**src/rtl/sr_ctrl_pkg.sv**
```systemverilog
// Shared types and constants for the SR latch sequencing controller.
package sr_ctrl_pkg;

    typedef enum logic [2:0] {
        INIT,
        IDLE,
        PULSE,
        SETTLE,
        DONE
    } state_t;

    localparam logic OP_SET   = 1'b1;
    localparam logic OP_RESET = 1'b0;

    localparam logic REQ_A = 1'b0;
    localparam logic REQ_B = 1'b1;

    function automatic int unsigned max2(input int unsigned a, input int unsigned b);
        return (a > b) ? a : b;
    endfunction

endpackage

```
**src/rtl/sr_latch_ctrl_if.sv**
```systemverilog
// Requester-side command handshake for the SR latch controller.
interface sr_latch_ctrl_if #(
    parameter int unsigned IDX_W = 3
);
    logic             a_req;
    logic             a_op;
    logic [IDX_W-1:0] a_idx;
    logic             a_ack;
    logic             b_req;
    logic             b_op;
    logic [IDX_W-1:0] b_idx;
    logic             b_ack;
    logic             err;

    modport master (
        output a_req, a_op, a_idx, b_req, b_op, b_idx,
        input  a_ack, b_ack, err
    );

    modport slave (
        input  a_req, a_op, a_idx, b_req, b_op, b_idx,
        output a_ack, b_ack, err
    );
endinterface

```
**src/rtl/rr_arb2.sv**
```systemverilog
// Two-input round-robin arbiter; the last_grant register lives in the caller.
module rr_arb2
    import sr_ctrl_pkg::*;
(
    input  logic [1:0] req,
    input  logic       enable,
    input  logic       last_grant,
    output logic [1:0] grant_c,
    output logic       next_grant_c
);

    // Single requester always wins; on contention the one not served last wins.
    always_comb begin
        grant_c      = 2'b00;
        next_grant_c = last_grant;
        if (enable) begin
            case (req)
                2'b01: begin
                    grant_c      = 2'b01;
                    next_grant_c = REQ_A;
                end
                2'b10: begin
                    grant_c      = 2'b10;
                    next_grant_c = REQ_B;
                end
                2'b11: begin
                    if (last_grant == REQ_B) begin
                        grant_c      = 2'b01;
                        next_grant_c = REQ_A;
                    end else begin
                        grant_c      = 2'b10;
                        next_grant_c = REQ_B;
                    end
                end
                default: ;
            endcase
        end
    end

endmodule

```
**src/rtl/sr_latch_ctrl.sv**
```systemverilog
// Sequences set/reset pulses onto an external SR latch bank for two requesters.
module sr_latch_ctrl
    import sr_ctrl_pkg::*;
#(
    parameter int unsigned N_BITS     = 6,
    parameter int unsigned IDX_W      = $clog2(N_BITS),
    parameter int unsigned PULSE_CYC  = 2,
    parameter int unsigned SETTLE_CYC = 1
) (
    input  logic              clk,
    input  logic              rst_n,
    sr_latch_ctrl_if.slave    bus,
    output logic [N_BITS-1:0] s,
    output logic [N_BITS-1:0] r,
    output logic [N_BITS-1:0] q_shadow,
    output logic              busy
);

    localparam int unsigned       CNT_W     = $clog2(max2(PULSE_CYC, SETTLE_CYC) + 1);
    localparam logic [CNT_W-1:0]  PULSE_LD  = CNT_W'(PULSE_CYC - 1);
    localparam logic [CNT_W-1:0]  SETTLE_LD = CNT_W'((SETTLE_CYC > 0) ? (SETTLE_CYC - 1) : 0);

    state_t             state;
    logic [CNT_W-1:0]   cnt;
    logic               in_init;
    logic               last_grant;
    logic               cap_op;
    logic               cap_id;
    logic               cap_err;
    logic [IDX_W-1:0]   cap_idx;

    logic [1:0]         grant_c;
    logic               next_grant_c;
    logic               arb_en_c;
    logic               sel_op_c;
    logic               sel_oor_c;
    logic [IDX_W-1:0]   sel_idx_c;
    logic [N_BITS-1:0]  mask_c;

    assign arb_en_c  = (state == IDLE);
    assign sel_op_c  = grant_c[1] ? bus.b_op  : bus.a_op;
    assign sel_idx_c = grant_c[1] ? bus.b_idx : bus.a_idx;
    assign sel_oor_c = (32'(sel_idx_c) >= N_BITS);
    assign mask_c    = N_BITS'(1) << cap_idx;

    rr_arb2 u_arb (
        .req          ({bus.b_req, bus.a_req}),
        .enable       (arb_en_c),
        .last_grant   (last_grant),
        .grant_c      (grant_c),
        .next_grant_c (next_grant_c)
    );

    // Controller FSM; every output is a registered decode of the current state.
    always_ff @(posedge clk or negedge rst_n) begin
        if (!rst_n) begin
            state      <= INIT;
            cnt        <= PULSE_LD;
            in_init    <= 1'b1;
            last_grant <= REQ_B;
            cap_op     <= OP_RESET;
            cap_id     <= REQ_A;
            cap_err    <= 1'b0;
            cap_idx    <= '0;
            s          <= '0;
            r          <= '0;
            q_shadow   <= '0;
            busy       <= 1'b1;
            bus.a_ack  <= 1'b0;
            bus.b_ack  <= 1'b0;
            bus.err    <= 1'b0;
        end else begin
            s         <= '0;
            r         <= '0;
            bus.a_ack <= 1'b0;
            bus.b_ack <= 1'b0;
            bus.err   <= 1'b0;
            busy      <= (state != IDLE);
            case (state)
                INIT: begin
                    r <= '1;
                    if (cnt == '0) begin
                        if (SETTLE_CYC == 0) begin
                            state   <= IDLE;
                            in_init <= 1'b0;
                        end else begin
                            state <= SETTLE;
                            cnt   <= SETTLE_LD;
                        end
                    end else begin
                        cnt <= cnt - CNT_W'(1);
                    end
                end
                IDLE: begin
                    if (|grant_c) begin
                        last_grant <= next_grant_c;
                        cap_op     <= sel_op_c;
                        cap_idx    <= sel_idx_c;
                        cap_id     <= grant_c[1] ? REQ_B : REQ_A;
                        cap_err    <= sel_oor_c;
                        if (sel_oor_c) begin
                            state <= DONE;
                        end else begin
                            state <= PULSE;
                            cnt   <= PULSE_LD;
                        end
                    end
                end
                PULSE: begin
                    case (cap_op)
                        OP_SET:   s <= mask_c;
                        OP_RESET: r <= mask_c;
                        default:  ;
                    endcase
                    if (cnt == '0) begin
                        if (SETTLE_CYC == 0) begin
                            state <= DONE;
                        end else begin
                            state <= SETTLE;
                            cnt   <= SETTLE_LD;
                        end
                    end else begin
                        cnt <= cnt - CNT_W'(1);
                    end
                end
                SETTLE: begin
                    if (cnt == '0) begin
                        state   <= in_init ? IDLE : DONE;
                        in_init <= 1'b0;
                    end else begin
                        cnt <= cnt - CNT_W'(1);
                    end
                end
                DONE: begin
                    if (cap_id == REQ_A) begin
                        bus.a_ack <= 1'b1;
                    end else begin
                        bus.b_ack <= 1'b1;
                    end
                    bus.err <= cap_err;
                    if (!cap_err) begin
                        q_shadow <= (cap_op == OP_SET) ? (q_shadow | mask_c) : (q_shadow & ~mask_c);
                    end
                    state <= IDLE;
                end
                default: begin
                    state <= INIT;
                    cnt   <= PULSE_LD;
                end
            endcase
        end
    end

endmodule

```
**src/flat_wrapper.sv**
```systemverilog
// flat-port wrapper written by rule: the top's interface ports become plain ports
module sr_latch_ctrl_flat import sr_ctrl_pkg::*;
#(
    parameter int unsigned N_BITS     = 6,
    parameter int unsigned IDX_W      = $clog2(N_BITS),
    parameter int unsigned PULSE_CYC  = 2,
    parameter int unsigned SETTLE_CYC = 1
)
  (clk, rst_n, s, r, q_shadow, busy, bus_a_req, bus_a_op, bus_a_idx, bus_b_req, bus_b_op, bus_b_idx, bus_a_ack, bus_b_ack, bus_err);
  sr_latch_ctrl_if #(.IDX_W(IDX_W)) bus_i ();
  input  logic clk;
  input  logic rst_n;
  output logic [N_BITS-1:0] s;
  output logic [N_BITS-1:0] r;
  output logic [N_BITS-1:0] q_shadow;
  output logic busy;
  input wire logic [$bits(bus_i.a_req)-1:0] bus_a_req;
  input wire logic [$bits(bus_i.a_op)-1:0] bus_a_op;
  input wire logic [$bits(bus_i.a_idx)-1:0] bus_a_idx;
  input wire logic [$bits(bus_i.b_req)-1:0] bus_b_req;
  input wire logic [$bits(bus_i.b_op)-1:0] bus_b_op;
  input wire logic [$bits(bus_i.b_idx)-1:0] bus_b_idx;
  output wire logic [$bits(bus_i.a_ack)-1:0] bus_a_ack;
  output wire logic [$bits(bus_i.b_ack)-1:0] bus_b_ack;
  output wire logic [$bits(bus_i.err)-1:0] bus_err;
  assign bus_i.a_req = bus_a_req;
  assign bus_i.a_op = bus_a_op;
  assign bus_i.a_idx = bus_a_idx;
  assign bus_i.b_req = bus_b_req;
  assign bus_i.b_op = bus_b_op;
  assign bus_i.b_idx = bus_b_idx;
  assign bus_a_ack = bus_i.a_ack;
  assign bus_b_ack = bus_i.b_ack;
  assign bus_err = bus_i.err;
  sr_latch_ctrl #(.N_BITS(N_BITS), .IDX_W(IDX_W), .PULSE_CYC(PULSE_CYC), .SETTLE_CYC(SETTLE_CYC)) u_core (.clk(clk), .rst_n(rst_n), .bus(bus_i), .s(s), .r(r), .q_shadow(q_shadow), .busy(busy));
endmodule
```
**config.mk**
```make
export PLATFORM = sky130hd
export DESIGN_NAME = sr_latch_ctrl_flat
export DESIGN_NICKNAME = d
export VERILOG_FILES = /design/src/rtl/sr_ctrl_pkg.sv /design/src/rtl/sr_latch_ctrl_if.sv /design/src/rtl/rr_arb2.sv /design/src/rtl/sr_latch_ctrl.sv /design/src/flat_wrapper.sv
export SDC_FILE = /design/constraint.sdc
export NUM_CORES = 1
export LEC_CHECK = 0
export BUFFER_PORTS_ARGS = -buffer_cell sky130_fd_sc_hd__buf_2
export CAP_MARGIN = 40
export CORE_MARGIN = 2
export CORE_UTILIZATION = 57
export DETAILED_ROUTE_END_ITERATION = 8
export PLACE_DENSITY = 0.83
export SYNTH_ARGS = -nofsm -noshare
export SYNTH_HDL_FRONTEND = slang
export SYNTH_SLANG_ARGS = --single-unit
```
**constraint.sdc**
```tcl
create_clock -name clk -period 3.7 [get_ports clk]
set_input_delay 0 -clock clk [delete_from_list [all_inputs] [get_ports clk]]
set_output_delay 0 -clock clk [all_outputs]
set_load 0.02 [all_outputs]
```
* After elaboration in Yosys (flattened, before gate mapping)
Index checks and enable logic that the tools add are counted.
** Cells by class
- Magnitude comparators :: 1
- Equality and inequality tests :: 13
- Shift-type cells :: 1
- Mux-type cells :: 29
- Bitwise logic cells :: 5
- Add/sub/neg operators :: 1
- Reduce and logical (&&, ||, !) cells :: 11
** Operators by type and width (count)
- two-way mux 6 bit :: 4
- two-way mux 3 bit :: 6
- two-way mux 2 bit :: 6
- case mux 3 bit (4 select lines) :: 1
- case mux 6 bit (2 select lines) :: 1
- two-way mux 1 bit :: 8
- case mux 2 bit (4 select lines) :: 1
- bitwise AND 6 bit :: 1
- equality test 3 x 2 -> 1 bit, second input constant :: 2
- inequality test 2 bit, second input constant :: 3
- NOT 6 bit :: 1
- OR 6 bit :: 1
- case mux 2 bit (3 select lines) :: 1
- AND reduction 2 bit :: 3
- AND reduction 3 bit :: 2
- << shifter 1 x 3 -> 6 bit, first input constant :: 1
- equality test 2 bit, second input constant :: 2
- inequality test 2 x 1 -> 1 bit, second input constant :: 2
- AND reduction 4 bit :: 1
- OR reduction 2 bit :: 2
- equality test 3 x 1 -> 1 bit, second input constant :: 1
- equality test 3 bit, second input constant :: 1
- >= comparator 3 bit, second input constant :: 1
- zero test 3 bit :: 1
- other kinds (7) :: 8
** Storage, ports and cells
- Word-level logic and storage cells :: 76
- Output and inout bits :: 22
- Input port bits :: 12
- Flip-flop bits (word level) :: 35

* Depth between registers and ports, before layout
Gate-level depths: netlist of run 1.
- Word-level depth :: 8
- Depth in mapped cells :: 6

* By module
A second synthesis of run 1 with hierarchy kept.
** Second synthesis, totals
- Cell total of the unflattened synthesis :: 156
- Area total of the unflattened synthesis :: 1602.8 µm²
** By module, submodules not included
- sr_latch_ctrl :: cells an instance 149, area each 1566.5 µm², instances 1
- rr_arb2 :: cells an instance 7, area each 36.3 µm², instances 1

* Worst setup path before layout of run 1
OpenSTA, ideal clock, no wires.
- Path type :: register to register
- Start :: register u_core.state[0]
- End :: register with a tool-made name
- Data required time :: 3.575 ns
- Stages on the path, launching flop included :: 6
- Data arrival time :: 1.689 ns
- Period minus slack after synthesis :: 1.814 ns
- Path buffers :: 1
- Slack :: 1.886 ns
- Cells stage by stage :: dfrtp_1 -> buf_6 -> or3b_4 -> or3_4 -> nor3_2 -> mux2_2
** RTL lines
- start: declaration :: RTL line sr_latch_ctrl.sv:23 : state_t state;
- start signal: assignment :: RTL line sr_latch_ctrl.sv:128 : state <= in_init ? IDLE : DONE;

==> reports/results.tsv, run 1 <==
metric	value	unit
status	finished, violations left	
failing checks	hold timing	
Vias	1198	
XOR/XNOR Fraction of Synth Area	0	%
critical path, cell by cell	or3b_4, or3_4, nor3_2, mux2_2	
CTS H-Tree Depth	2	
CTS Hold Buffers Added	7	
TritonCTS buffer count	5	
Core Area	2710	um2
DR pass1 iterations	4	
post-synthesis register bit count	35	
fin crit share	54.1	%
Worst-Skew Late Latency	340	ps
mux contribution to synthesized area	6.78	%
synthesized instance count	149	
DR vias/cell	5.45	
Unique masters post-synth	39	
yosys warns	0	
Routed Antenna Nets	0	
Port Buf Inserts	33	
Rows	19	
worst endpoint required time	3940	ps
gr busiest metal	met2	
Simple-Gate Fraction of Synth Area	18.9	%
DRT iter0 DRCs	36	
Post-CTS Resized	0	
vias in the first global route	1163	
post-route setup slack	1700	ps
Rel. slew slack	51.4	%
worst vdd ir	629	uV
Clock Path Buffers	2	
total track usage	20.0	%
Slew Viols, Final	0	
Initial Utilization	58.5	%
TritonCTS clock tree	built	
compound-cell area share of the yosys netlist	12.5	%
main combinational cell family by area after synthesis	simple AND/OR/NAND/NOR gates	
RSZ-0062 raised after global routing	false	
Synth-to-Final Area Change	19.9	%
Worst setup SP type	flop	
Synth Area per Inst	10.6	um2
# setup viols final	0	
antenna cells	0	
largest net degree at the start of global routing	36	
Post-CTS Setup Inserts	0	
Routed WL	2910	um
post-synthesis adder-cell area fraction	2.37	%
grt ovf	0	
die height	56.8	um
proportion of layout cells with a drive suffix above 1	31.7	%
io pins	34	
Critical Path Max Stage Delay	600	ps
worst hold slack	-0.420	ps
DRC viols	0	
pwr dens	774	nW/um2
first-pass GRT wire length	4940	um
register area share after synthesis	55.5	%
Final Hold Viols	1	
routed wire length per instance	13.2	um
DP Wirelength	2090	um
dpl ws	1700	ps
WS Path Type	reg2reg	
met2 usage	34.1	%
initial antenna violation count	0	
R2R setup slack	1700	ps
leak pwr	0.971	nW
RePlAce Congestion	0.880	
Net count, final	203	
Crit. End Element	flop	
DIE AREA	3220	um2
CP max-delay cell	dfrtp_1	
Worst EP arrival	2240	ps
clock transition at the registers of the reported paths	110	ps
worst slew pin tran	729	ps
Period minus WS final	2000	ps
clock sinks	35	
min-delay worst type	in2reg	
Fin Setup TNS	0	ps
met1 Usage GRT	23.2	%
met3 Track Usage GR	6.68	%
skew final	6.55	ps
max frequency	499	MHz
Max Cap Viol	0	
Root Driver	clkbuf_4	
Cell Area, Synth	1590	um2
Syn Nets	164	
critical path fanouts, max	19	
Die X	56.8	um
==> synthesized netlist by cell type <==
cell type,count,area [um2]
nor2_4,1,11.3
buf_6,1,11.3
o21ba_2,1,10.0
o22a_1,1,8.76
nand2b_4,1,13.8
o32ai_1,2,17.5
a21o_1,2,15.0
dfrtp_1,31,776
o21ai_1,1,5.00
nor3b_1,1,7.51
a2111oi_2,1,15.0
and2_1,1,6.26
nand2b_1,2,12.5
nor3_1,3,15.0
nand2_1,17,63.8
and3_1,1,6.26
or3_1,3,18.8
buf_2,2,10.0
nor2_1,17,63.8
nor2b_1,3,18.8
a21bo_2,1,10.0
nor3_2,1,10.0
o21ai_0,7,35.0
mux2i_1,4,40.0
nor4b_1,1,8.76
dfstp_2,4,105
nand4_1,1,6.26
ha_1,3,37.5
a21oi_1,10,50.1
o22ai_1,1,6.26
or2_2,1,6.26
or3b_4,1,11.3
o21a_1,2,15.0
mux2_2,6,67.6
o211a_1,1,10.0
clkbuf_1,5,18.8
inv_1,6,22.5
or3_4,1,11.3
nand4b_1,1,8.76
==> worst max-delay path, delay by kind of cell (launching register included) <==
kind             cells  cell delay (ps)
flip-flops           1              600
multiplexers         1              340
AND/OR/NAND/NOR      3              960
==> power breakdown <==
part           internal, W  leakage, nW  switching [W]
sequential        0.000509        0.452       0.000141
combinational     0.000237        0.474       0.000313
clock             0.000142       0.0452       0.000130
total             0.000888        0.971       0.000583
==> cells by family after synthesis <==
family / count (synthesis)
mux: 10
flops: 35
simple gates: 57
fa+ha+maj: 3
compound gates: 30
buf+inv: 14
==> placed cells by master, fill, tap and decap left out, types with 3 or more instances in the layout <==
master,instances
mux2_2,6
dlygate4sd3_1,7
o21ai_0,7
nor2_1,17
inv_1,6
dfstp_2,4
clkbuf_4,5
buf_2,33
ha_1,3
mux2i_1,4
nand2_1,17
nor3_1,3
dfrtp_1,31
or3_1,3
a21oi_1,10
nor2b_1,3
==> area by class of cell <==
class                           instances  area (um2)
Clock buffer                            5        37.5
Clock inverter                          3        43.8
Fill cell                             201         808
Inverter                                6        22.5
Multi-Input combinational cell        100         643
Sequential cell                        35         881
Tap cell                               31        38.8
Timing Repair Buffer                   40         235
==> stage by stage <==
step / power (W) / hold slack, ps / cells / area [um2] / util (%)
floorplan: 0.00107 / -296 / 149 / 1590 / -
global placement: 0.00117 / 92.8 / 205 / 1750 / 64.6
detailed placement: 0.00119 / 106 / 205 / 1750 / 64.6
CTS: 0.00148 / 2.58 / 220 / 1900 / 70.2
global route: 0.00158 / 23.0 / 220 / 1900 / 70.2
finish: 0.00147 / -0.420 / 220 / 1900 / 70.2
==> metal layers <==
layer  wire, um  up-vias
met2       1440       35
met3        161        6
li1           -      585
met4         48        0
met1       1260      572
met5          0        -
==> worst paths after layout <==
check	startpoint	endpoint	depth (start not counted)
worst min-delay path	bus_a_op	u_core.cap_op$_DFFE_PN0P_	3
worst max register to register	u_core.state[1]$_DFFE_PN0P_	flop	4
worst min register to register	u_core.cap_id$_DFFE_PN0P_	u_core.bus.a_ack$_DFF_PN0_	1
max in group asynchronous	rst_n	u_core.cap_idx[0]$_DFFE_PN0P_	2
worst max-delay path	u_core.state[1]$_DFFE_PN0P_	flop	4
min in group asynchronous	rst_n	async pin	2
No activity file was read; power rests on OpenSTA's default activity.
==> run 2, diff against run 1 <==
--- a/config.mk
+++ b/config.mk
@@ -8,9 +8,9 @@
 export BUFFER_PORTS_ARGS = -buffer_cell sky130_fd_sc_hd__buf_2
 export CAP_MARGIN = 40
 export CORE_MARGIN = 2
-export CORE_UTILIZATION = 57
+export CORE_UTILIZATION = 53
 export DETAILED_ROUTE_END_ITERATION = 8
-export PLACE_DENSITY = 0.83
+export PLACE_DENSITY = 0.78
 export SYNTH_ARGS = -nofsm -noshare
 export SYNTH_HDL_FRONTEND = slang
 export SYNTH_SLANG_ARGS = --single-unit
==> constraint.sdc (replaced) <==
create_clock -name clk -period 1.99 [get_ports clk]
set_input_delay 0 -clock clk [delete_from_list [all_inputs] [get_ports clk]]
set_output_delay 0 -clock clk [all_outputs]
set_load 0.02 [all_outputs]
==> reports/results.tsv, run 2 (synthesis results as in run 1) <==
metric	value	unit
Routed WL	3090	um
Critical Path Stages	4	
skew final	6.30	ps
DIE AREA	3450	um2
Worst EP arrival	2050	ps
proportion of layout cells with a drive suffix above 1	32.3	%
total track usage	21.0	%
TritonCTS clock tree	built	
RePlAce Congestion	0.773	
CTS Hold Buffers Added	9	
CP max-delay cell	dfrtp_1	
CTS H-Tree Depth	2	
DRT iter0 DRCs	22	
worst vdd ir	979	uV
start point of the critical path	u_core.state[2]$_DFFE_PN0P_	
DRC viols	2	
critical path, cell by cell	or3b_4, or3_4, nor2_1, mux2_2	
Post-CTS Setup Inserts	0	
WS Path Type	reg2reg	
DR vias/cell	5.51	
Routed Antenna Nets	0	
grt ovf	0	
critical path fanouts, max	9	
failing checks	DRC	
leak pwr	0.982	nW
CP Buf/Inv Count	0	
Max Cap Viol	0	
Post-CTS Resized	0	
register area	881	um2
Fin Setup TNS	0	ps
status	finished, violations left	
fill count	223	
Worst-Skew Late Latency	340	ps
Period minus WS final	1820	ps
pwr dens	1380	nW/um2
Clock Path Buffers	2	
Critical Path Max Stage Delay	480	ps
R2R setup slack	170	ps
DR pass1 iterations	6	
die height	58.7	um
area of the multi-input gates	643	um2
fin crit share	91.5	%
Placed Cells	209	
r2r startpoint	u_core.state[2]$_DFFE_PN0P_	
Final Hold Viols	0	
min-delay worst type	in2reg	
reg2reg path depth	4	
io pins	34	
vias in the first global route	1233	
initial antenna violation count	0	
worst slew pin tran	738	ps
DP Wirelength	2210	um
routed wire length per instance	13.7	um
Root Driver	clkbuf_4	
first-pass GRT wire length	5310	um
Initial Utilization	56.6	%
Worst setup SP type	flop	
worst endpoint required time	2220	ps
Finished Layout Cells	226	
clock transition at the registers of the reported paths	100	ps
TritonCTS buffer count	5	
Port Buf Inserts	33	
most common cell after layout, fill and taps aside	buf_2	
Crit. End Element	flop	
Core Area	2810	um2
Crit path max-delay family	simple AND/OR/NAND/NOR gates	
Die X	58.7	um
clock sinks	35	
Net count, final	209	
RSZ-0062 raised after global routing	false	
Rows	19	
# setup viols final	0	
largest net degree at the start of global routing	36	
Vias	1245	
commonest non-fill, non-tap cells in the layout	buf_2 (33), dfrtp_1 (31), nor2_1 (17), nand2_1 (17), a21oi_1 (10)	
Slew Viols, Final	0	
Rel. slew slack	50.8	%
Synth-to-Final Area Change	21.3	%
final core occ	68.6	%
antenna cells	0	
max frequency	549	MHz
run 2: cell count changes in the layout (fill, tap and decap cells not counted):
cell / change
buf_4: +4
dlygate4sd3_1: +2
bufinv_16: -1
clkbuf_1: +1
clkinv_4: -1
clkinvlp_4: +1
run 2: metal layers:
| layer | share of wire [%] | global-route usage (%) |
|---|---|---|
| met2 | 49 | 34.3 |
| met3 | 6.7 | 8.79 |
| met5 | 0 | 0 |
| met4 | 3.3 | 9.74 |
| met1 | 41 | 23.9 |
run 2: how the worst min path moves through the flow:
| stage | endpoint | cells after the start | startpoint | slack, ps |
|---|---|---|---|---|
| after detailed placement | u_core.bus.b_ack$_DFF_PN0_ | 1 | rst_n | 110 |
| after CTS | u_core.state[0]$_DFFE_PN0P_ | 4 | bus_a_req | 70 |
| final | u_core.state[0]$_DFFE_PN0P_ | 4 | bus_a_req | 100 |
| after floorplan | async pin | 0 | rst_n | -300 |
| after global routing | u_core.last_grant$_DFFE_PN1P_ | 4 | bus_a_req | 150 |
| after global placement | u_core.bus.b_ack$_DFF_PN0_ | 1 | rst_n | 100 |
run 2: power breakdown:
| group | switching (W) | internal [W] | leakage (nW) |
|---|---|---|---|
| sequential | 0.000206 | 0.000948 | 0.452 |
| clock | 0.000229 | 0.000136 | 0.0282 |
| combinational | 0.000652 | 0.000486 | 0.502 |
| total | 0.00109 | 0.00157 | 0.982 |
run 2: layout make-up:
| cell class | count | area share (%) |
|---|---|---|
| Tap cell | 31 | 2.02 |
| Timing Repair Buffer | 46 | 14.8 |
| Inverter | 6 | 1.17 |
| Clock buffer | 6 | 2.15 |
| Clock inverter | 2 | 0.650 |
| Multi-Input combinational cell | 100 | 33.4 |
| Sequential cell | 35 | 45.8 |
run 2: worst min-delay path: stages:
cell     delay, ps
buf_2          120
nor2_1          70
o22ai_1        140
a21oi_1         90
run 2: through the flow:
step,hold WS [ps],cell area (um2),worst slack [ps],total power (W)
2_1_floorplan,-296,1590,176,0.00199
4_1_cts,66.4,1920,158,0.00268
6_report,100,1920,170,0.00266
3_5_place_dp,108,1780,179,0.00228
5_1_grt,153,1920,29.4,0.00288
3_3_place_gp,100,1780,195,0.00223
==> run 3, diff against run 2 <==
--- a/config.mk
+++ b/config.mk
@@ -10,7 +10,7 @@
 export CORE_MARGIN = 2
 export CORE_UTILIZATION = 53
 export DETAILED_ROUTE_END_ITERATION = 8
-export PLACE_DENSITY = 0.78
+export PLACE_DENSITY = 0.88
 export SYNTH_ARGS = -nofsm -noshare
 export SYNTH_HDL_FRONTEND = slang
 export SYNTH_SLANG_ARGS = --single-unit
==> reports/results.tsv, run 3 (synthesis results as in run 1) <==
metric	value	unit
status	finished, violations left	
failing checks	DRC	
commonest non-fill, non-tap cells in the layout	buf_2 (33), dfrtp_1 (31), nor2_1 (17), nand2_1 (17), a21oi_1 (10)	
fin crit share	93.3	%
WS Path Type	reg2reg	
Slew Viols, Final	0	
routed wire length per instance	13.8	um
Finished Layout Cells	226	
pwr dens	1440	nW/um2
Hold Path Depth	4	
total track usage	19.5	%
RePlAce Congestion	0.902	
Synth-to-Final Area Change	23.3	%
antenna cells	0	
first-pass GRT wire length	4910	um
die height	58.7	um
most common cell after layout, fill and taps aside	buf_2	
min-delay worst type	in2reg	
# setup viols final	0	
CTS H-Tree Depth	2	
total power	0.00282	W
DR vias/cell	5.52	
Port Buf Inserts	33	
clock sinks	35	
Period minus WS final	1860	ps
Placed Cells	209	
critical path fanouts, max	9	
worst endpoint required time	2180	ps
initial antenna violation count	0	
Max Cap Viol	0	
Flop pwr share	40.5	%
max frequency	539	MHz
Rows	19	
worst slew pin tran	743	ps
Crit. End Element	flop	
Die X	58.7	um
vias in the first global route	1133	
Post-CTS Setup Inserts	0	
DP Wirelength	2380	um
skew final	11.2	ps
Rel. slew slack	50.5	%
Worst-Skew Late Latency	330	ps
Routed Antenna Nets	0	
DR pass1 iterations	6	
TritonCTS buffer count	5	
Core Area	2810	um2
reg2reg path depth	6	
TritonCTS clock tree	built	
io pins	34	
clock share of power	18.3	%
Net Sw Frac	38.6	%
Int Power	0.00173	W
Root Driver	clkbuf_4	
Worst setup SP type	flop	
Clock Path Buffers	2	
largest net degree at the start of global routing	36	
Crit Reg-Reg Endpoint	u_core.cnt[1]$_DFFE_PN0P_	
grt ovf	0	
R2R setup slack	130	ps
proportion of layout cells with a drive suffix above 1	32.8	%
RSZ-0062 raised after global routing	true	
clock transition at the registers of the reported paths	90	ps
Initial Utilization	56.6	%
DRT iter0 DRCs	35	
Net count, final	209	
Fin Setup TNS	0	ps
Hold Crit Start	bus_b_req	
Worst EP arrival	2050	ps
Routed WL	3120	um
Switching Power	0.00109	W
DRC viols	4	
WHS Endpoint	u_core.state[0]$_DFFE_PN0P_	
r2r startpoint	u_core.state[2]$_DFFE_PN0P_	
final core occ	69.8	%
Final Hold Viols	0	
DIE AREA	3450	um2
leak pwr	1.00	nW
worst vdd ir	806	uV
Vias	1247	
Comb pwr share	41.2	%
-- run 3: how the worst max path moves through the flow --
stage                                            from                   endpoint  slack [ps]
after global routing      u_core.state[2]$_DFFE_PN0P_  u_core.cnt[1]$_DFFE_PN0P_         -10
after detailed placement  u_core.state[2]$_DFFE_PN0P_  u_core.cnt[1]$_DFFE_PN0P_         130
final                     u_core.state[2]$_DFFE_PN0P_  u_core.cnt[1]$_DFFE_PN0P_         130
after global placement    u_core.state[2]$_DFFE_PN0P_                       flop         230
after CTS                 u_core.state[2]$_DFFE_PN0P_  u_core.cnt[1]$_DFFE_PN0P_         120
after floorplan           u_core.state[0]$_DFFE_PN0P_                       flop         180
-- run 3: repair_timing --
action                     in CTS  in global routing
gates resized for setup         0                  0
hold buffers                    9                  0
setup endpoints to repair       0                  1
hold endpoints to repair       35                  0
-- run 3: cell type report --
type	count	area (um2)
clock inverter	2	35.0
clock buffer	6	51.3
timing repair buffer	46	285
multi-input combinational	100	643
tap	31	38.8
sequential	35	881
inverter	6	22.5
fill	211	848
-- run 3: per-layer routing --
| layer | share of wire [%] | routed length [um] | global-route usage, % | up-vias |
|---|---|---|---|---|
| met2 | 52 | 1620 | 33.4 | 43 |
| met1 | 40 | 1250 | 22.8 | 602 |
| li1 | - | - | - | 596 |
| met4 | 1.1 | 35 | 7.47 | 0 |
| met3 | 6.7 | 209 | 6.15 | 6 |
| met5 | 0 | 0 | 0 | - |
-- run 3: through the flow --
stage	hold WS, ps	setup slack, ps	instance area (um2)
global route	130	-9.94	1960
global placement	92.3	230	1780
CTS	101	117	1960
finish	129	134	1960
floorplan	-296	176	1590
detailed placement	103	133	1780
-- run 3: power by group through the flow --
stage	Combinational, W	Sequential [W]	Clock [W]
2_1_floorplan	0.000804	0.00119	0
3_3_place_gp	0.00108	0.00115	0
3_5_place_dp	0.00113	0.00116	0
4_1_cts	0.00116	0.00115	0.000529
5_1_grt	0.00129	0.00117	0.000558
6_report	0.00116	0.00114	0.000516
-- run 3: worst max-delay path: stages, from the launching register on --
cell and delay, ps:
dfrtp_1 470, nand2b_4 210, nor2_4 110, inv_1 90
o211a_1 270, a2111oi_2 420, o32ai_1 160
